<file path="config.mk">
export PLATFORM = sky130hd
export DESIGN_NAME = vga_timing_gen
export DESIGN_NICKNAME = d
export VERILOG_FILES = /design/src/rtl/vga_timing_gen.sv
export SDC_FILE = /design/constraint.sdc
export NUM_CORES = 1
export LEC_CHECK = 0
export BUFFER_PORTS_ARGS = -buffer_cell sky130_fd_sc_hd__buf_2
export CAP_MARGIN = 0
export CORE_ASPECT_RATIO = 0.9
export CORE_MARGIN = 3
export CORE_UTILIZATION = 35
export DETAILED_ROUTE_END_ITERATION = 8
export HOLD_SLACK_MARGIN = 0.1
export PLACE_DENSITY_LB_ADDON = 0.05
export SYNTH_ARGS = -nofsm -noshare
export SYNTH_HDL_FRONTEND = slang
export SYNTH_SLANG_ARGS = --single-unit
</file>
<file path="constraint.sdc">
create_clock -name pclk -period 3.9 [get_ports pclk]
set_clock_uncertainty 0.2 [all_clocks]
set_input_delay 0.195 -clock pclk [delete_from_list [all_inputs] [get_ports pclk]]
set_output_delay 0.195 -clock pclk [all_outputs]
set_load 0.02 [all_outputs]
</file>
<file path="src/rtl/vga_timing_gen.sv">
// VGA raster timing generator: pixel/line counters with registered sync, blanking
// and background colour, all decoded from the next position so the bus has zero skew.
module vga_timing_gen #(
  parameter int          H_ACTIVE  = 800,
  parameter int          H_FP      = 40,
  parameter int          H_SYNC    = 128,
  parameter int          H_BP      = 88,
  parameter int          V_ACTIVE  = 600,
  parameter int          V_FP      = 1,
  parameter int          V_SYNC    = 4,
  parameter int          V_BP      = 23,
  parameter bit          SYNC_POL  = 1'b1,
  parameter logic [11:0] BG_COLOUR = 12'h000,
  localparam int         VGA_BUS_SIZE = 36
) (
  input  logic                    pclk,
  input  logic                    rst,
  input  logic                    en,
  output logic [VGA_BUS_SIZE-1:0] vga_bus_out,
  output logic                    hblnk,
  output logic                    vblnk,
  output logic                    frame_start,
  output logic [15:0]             frame_cnt
);

  localparam int H_TOTAL  = H_ACTIVE + H_FP + H_SYNC + H_BP;
  localparam int V_TOTAL  = V_ACTIVE + V_FP + V_SYNC + V_BP;
  localparam int HS_START = H_ACTIVE + H_FP;
  localparam int HS_END   = HS_START + H_SYNC;
  localparam int VS_START = V_ACTIVE + V_FP;
  localparam int VS_END   = VS_START + V_SYNC;

  logic [10:0] hcount_q, vcount_q;
  logic [10:0] hcount_nxt, vcount_nxt;
  logic        hsync_q, vsync_q, hblnk_q, vblnk_q, frame_start_q;
  logic        hsync_nxt, vsync_nxt, hblnk_nxt, vblnk_nxt, frame_start_nxt;
  logic [11:0] rgb_q, rgb_nxt;
  logic [15:0] frame_cnt_q;

  // Everything below is decoded from the position about to be presented, so each
  // registered output lines up with the hcount/vcount it is sent with.
  always_comb begin
    hcount_nxt = hcount_q + 11'd1;
    vcount_nxt = vcount_q;
    if (hcount_q == 11'(H_TOTAL - 1)) begin
      hcount_nxt = 11'd0;
      vcount_nxt = (vcount_q == 11'(V_TOTAL - 1)) ? 11'd0 : vcount_q + 11'd1;
    end
    hblnk_nxt       = (hcount_nxt >= 11'(H_ACTIVE));
    vblnk_nxt       = (vcount_nxt >= 11'(V_ACTIVE));
    hsync_nxt       = (hcount_nxt >= 11'(HS_START) && hcount_nxt < 11'(HS_END)) ? SYNC_POL : ~SYNC_POL;
    vsync_nxt       = (vcount_nxt >= 11'(VS_START) && vcount_nxt < 11'(VS_END)) ? SYNC_POL : ~SYNC_POL;
    rgb_nxt         = (hblnk_nxt || vblnk_nxt) ? 12'h000 : BG_COLOUR;
    frame_start_nxt = (hcount_nxt == 11'd0) && (vcount_nxt == 11'd0);
  end

  // en low freezes the raster; only the frame_start pulse is forced back to 0.
  always_ff @(posedge pclk or negedge rst) begin
    if (!rst) begin
      hcount_q      <= 11'd0;
      vcount_q      <= 11'd0;
      hblnk_q       <= 1'b0;
      vblnk_q       <= 1'b0;
      hsync_q       <= ~SYNC_POL;
      vsync_q       <= ~SYNC_POL;
      rgb_q         <= 12'h000;
      frame_start_q <= 1'b0;
      frame_cnt_q   <= 16'd0;
    end else if (en) begin
      hcount_q      <= hcount_nxt;
      vcount_q      <= vcount_nxt;
      hblnk_q       <= hblnk_nxt;
      vblnk_q       <= vblnk_nxt;
      hsync_q       <= hsync_nxt;
      vsync_q       <= vsync_nxt;
      rgb_q         <= rgb_nxt;
      frame_start_q <= frame_start_nxt;
      if (frame_start_nxt) frame_cnt_q <= frame_cnt_q + 16'd1;
    end else begin
      frame_start_q <= 1'b0;
    end
  end

  assign vga_bus_out = {hcount_q, vcount_q, hsync_q, vsync_q, rgb_q};
  assign hblnk       = hblnk_q;
  assign vblnk       = vblnk_q;
  assign frame_start = frame_start_q;
  assign frame_cnt   = frame_cnt_q;

endmodule

</file>
==> impl_metrics.toml <==
[sta]
rsz0062_at_grt = "no"
finalCritPeriodShare_pct = 79.4
fmax_mhz = 323
maxSlewViolCount = 0
slew_headroom_pct = 33.6
hold_slack_ns = 0.233
tns_ns = 0
finalCriticalPeriod_ns = 3.10
setup_viol = 0
hold_viol = 0
tightest_slew_ns = 0.996
fin_ws_ns = 0.804

[worst_hold_path]
min_from = "en"
hold_path_depth = 3
hold_end = "hcount_q[3]$_DFFE_PN0P_"
hp-class = "primary input to register"

[global_route]
use_met3_pct = 2.86
grt_busiest_layer = "met2"
antenna_found_initial = 0
grt_pass1_wl_mm = 11.6
grt_usage_pct = 15.6
grt.overflow.total = 0
grt.met2_usage_pct = 23.6
met1_usage_pct = 22.4
grt_max_degree = 44
grt_pass1_vias = 2245

[cells_and_area]
instances_no_fill = 439
antenna_cells = 0
fillers = 806
regArea_mm2 = 0.00108
area_delta_synth_final_pct = 11.9
nets = 349
drive_above_1_share_pct = 22.2
multi_input_comb_area_mm2 = 0.00152

[critical_path]
crit_family = "simple AND/OR/NAND/NOR gates"
crit-reg2reg-capture = "frame_cnt[13]$_DFFE_PN0P_"
rr_worst_depth = 10
worstPathRequired_ns = 3.90
crit_chain = "ha_1 > nand4_1 > buf_4 > and2_1 > a211oi_2 > nand2_1 > nor4_2 > and3_4 > nand4_1 > xnor2_1"
slowest_stage = "dfrtp_1"
worst_ep_arrival_time_ns = 3.10
critPathBufInv = 1
r2r_setup_slack_ns = 0.80
startpoint_type = "register"
crit_path_frequent_cell = "nand4_1"
critPathCaptureType = "register"
path_max_fanout = 12
cpPeakStageDelay_ns = 0.46
path_class = "register to register"
crit-reg2reg-launch = "hcount_q[0]$_DFFE_PN0P_"

[placed_design]
place_inst = 430
hpwl_mm = 4.87
port_buffers = 45
dp_slack_ns = 0.759
gp_congestion = 0.837

[route]
viasPerCell = 5.33
vias = 2341
ant_nets = 0
drtPass1Iterations = 4
drc = 0
wl_per_cell_um = 15.3
wl_mm = 6.74
drtIter0Drc = 120

[yosys]
avgSynthCellArea_um2 = 9.07
synth_top_area_share_pct = 38.7
synth-seq-cells = 43
synth_edf_count = 0
synth_cell_types = 55
syn_area_mm2 = 0.00278
ys_async_sr_fraction_pct = 100
ys.flop_type = "dfrtp_1"
synth_area_leaders = "dfrtp_1 39%, xnor2_1 8.2%, nand2_1 4.4%"
ys_warn_count = 0
synth_largest_area_cell = "dfrtp_1"
ys_seq_area_share_pct = 38.7
syn_inst = 307

[die]
initial_core_util_pct = 36.5
core_area_mm2 = 0.00762
die_w_um = 100
num_rows = 30
fp.dieH_um = 90.6
die_area_mm2 = 0.00906
ioPinCount = 58

[clock_tree]
cts_tree = "yes"
clockRootBuffer = "clkbuf_8"
htreeDepth = 2
ctsResizeCount = 0
cts.clk_slew.worst_paths_ns = 0.09
numCtsBuffers = 5
clkLatencyLatePin_ns = 0.31
cts_sinks = 43
clock_path_buffers = 2

[run_status]
status = "complete, no violations"

[power]
p_leak_nw = 1.37
peakVddDrop_mv = 0.309
powerDensity_mw_per_mm2 = 411
total_power_mw = 1.28

[run]
maxCapViolCount = 0
## cells by family after synthesis
logic type               after synthesis  share of synthesized area [%]
flip-flops                            43                           38.7
adder cells (fa/ha/maj)                4                           1.80
buffers and inverters                 41                           8.13
other                                  1                          0.135
multiplexers                           5                           2.11
AO/OA/AOI/OAI                         59                           14.2
AND/OR/NAND/NOR                      122                           24.9
XOR/XNOR                              32                           10.1
## report_power, final
part           switching (mW)  total (mW)  internal, mW  leakage (nW)
Combinational           0.245       0.398         0.154         0.758
Clock                   0.179       0.307         0.128        0.0408
Sequential             0.0811       0.574         0.492         0.572
Total                   0.505        1.28         0.774          1.37
## layer usage
layer / wire, um / share of wire (%) / vias to the layer above
met5: 0 / 0 / -
met4: 77 / 1.1 / 0
met3: 339 / 5.0 / 6
met2: 3080 / 46 / 54
met1: 3240 / 48 / 1125
li1: - / - / 1156
## worst reg2reg max path: stages (launching register included)
cell and delay (ns):
dfrtp_1 0.46, ha_1 0.30, nand4_1 0.31, buf_4 0.28, and2_1 0.16, a211oi_2 0.21, nand2_1 0.11, nor4_2 0.34
and3_4 0.34, nand4_1 0.13, xnor2_1 0.15
## synthesized netlist by cell type (2+ instances only)
cell type,count
o21a_1,3
mux2_2,3
a211oi_1,3
or2_2,2
a311oi_1,2
buf_4,14
a31oi_1,4
or3_1,2
ha_1,4
o31ai_1,2
nand3_1,18
o21ai_0,19
o22ai_1,2
nand4_1,19
o32ai_1,2
buf_2,3
nor4_1,5
a21oi_1,9
a21boi_0,2
and2_1,4
and4_1,2
inv_1,6
xnor2_1,26
nor4b_1,2
xor2_1,6
dfrtp_1,43
and3_1,10
clkbuf_1,15
buf_6,2
nand2b_1,2
nor2_1,13
o22a_1,2
nor4_2,2
nand2_1,33
## flip-flops by register name, indices dropped and copies added (netlist names)
name	count
vsync_q	1
vblnk	1
hsync_q	1
hblnk	1
vcount_q	11
frame_cnt	16
frame_start	1
hcount_q	11
## cell type report
class | count | share of cell area [%]
clock buffers | 5 | 2.21
clock inverters | 3 | 0.763
inverters | 6 | 0.723
multi-input cells | 234 | 48.9
flip-flops and latches | 43 | 34.6
well taps | 96 | 3.86
repair buffers | 52 | 9.00
## stage by stage
| stage | area, um2 | utilization (%) |
|---|---|---|
| floorplan | 2830 | - |
| global placement | 3010 | 39.5 |
| detailed placement | 3010 | 39.5 |
| CTS | 3110 | 40.9 |
| global route | 3110 | 40.9 |
| finish | 3110 | 40.9 |
## worst max-delay path by stage
stage | startpoint | end | slack, ns | cells after the start
floorplan | hcount_q[0]$_DFFE_PN0P_ | frame_cnt[14]$_DFFE_PN0P_ | 0.84 | 10
global placement | hcount_q[0]$_DFFE_PN0P_ | frame_cnt[11]$_DFFE_PN0P_ | 0.78 | 10
detailed placement | hcount_q[0]$_DFFE_PN0P_ | frame_cnt[13]$_DFFE_PN0P_ | 0.76 | 10
CTS | hcount_q[0]$_DFFE_PN0P_ | frame_cnt[4]$_DFFE_PN0P_ | 0.76 | 10
global route | hcount_q[8]$_DFFE_PN0P_ | frame_cnt[14]$_DFFE_PN0P_ | 0.47 | 8
finish | hcount_q[0]$_DFFE_PN0P_ | frame_cnt[13]$_DFFE_PN0P_ | 0.80 | 10
## cells in the final DEF (no fill, tap or decap), drive strengths merged, types with 6 or more instances in the layout
cell / count
buf: 51
dfrtp: 43
nand2: 33
xnor2: 26
nand4: 19
o21ai: 19
nand3: 19
nor2: 13
conb: 12
and3: 11
a21oi: 10
nor4: 8
inv: 7
xor2: 6
## repair_timing
item | CTS | global route
hold buffers | 1 | 0
buffers inserted | 0 | 0
endpoints found under the hold margin | 43 | 0
setup endpoints to repair | 0 | 0
No activity file was read; power rests on OpenSTA's default activity.
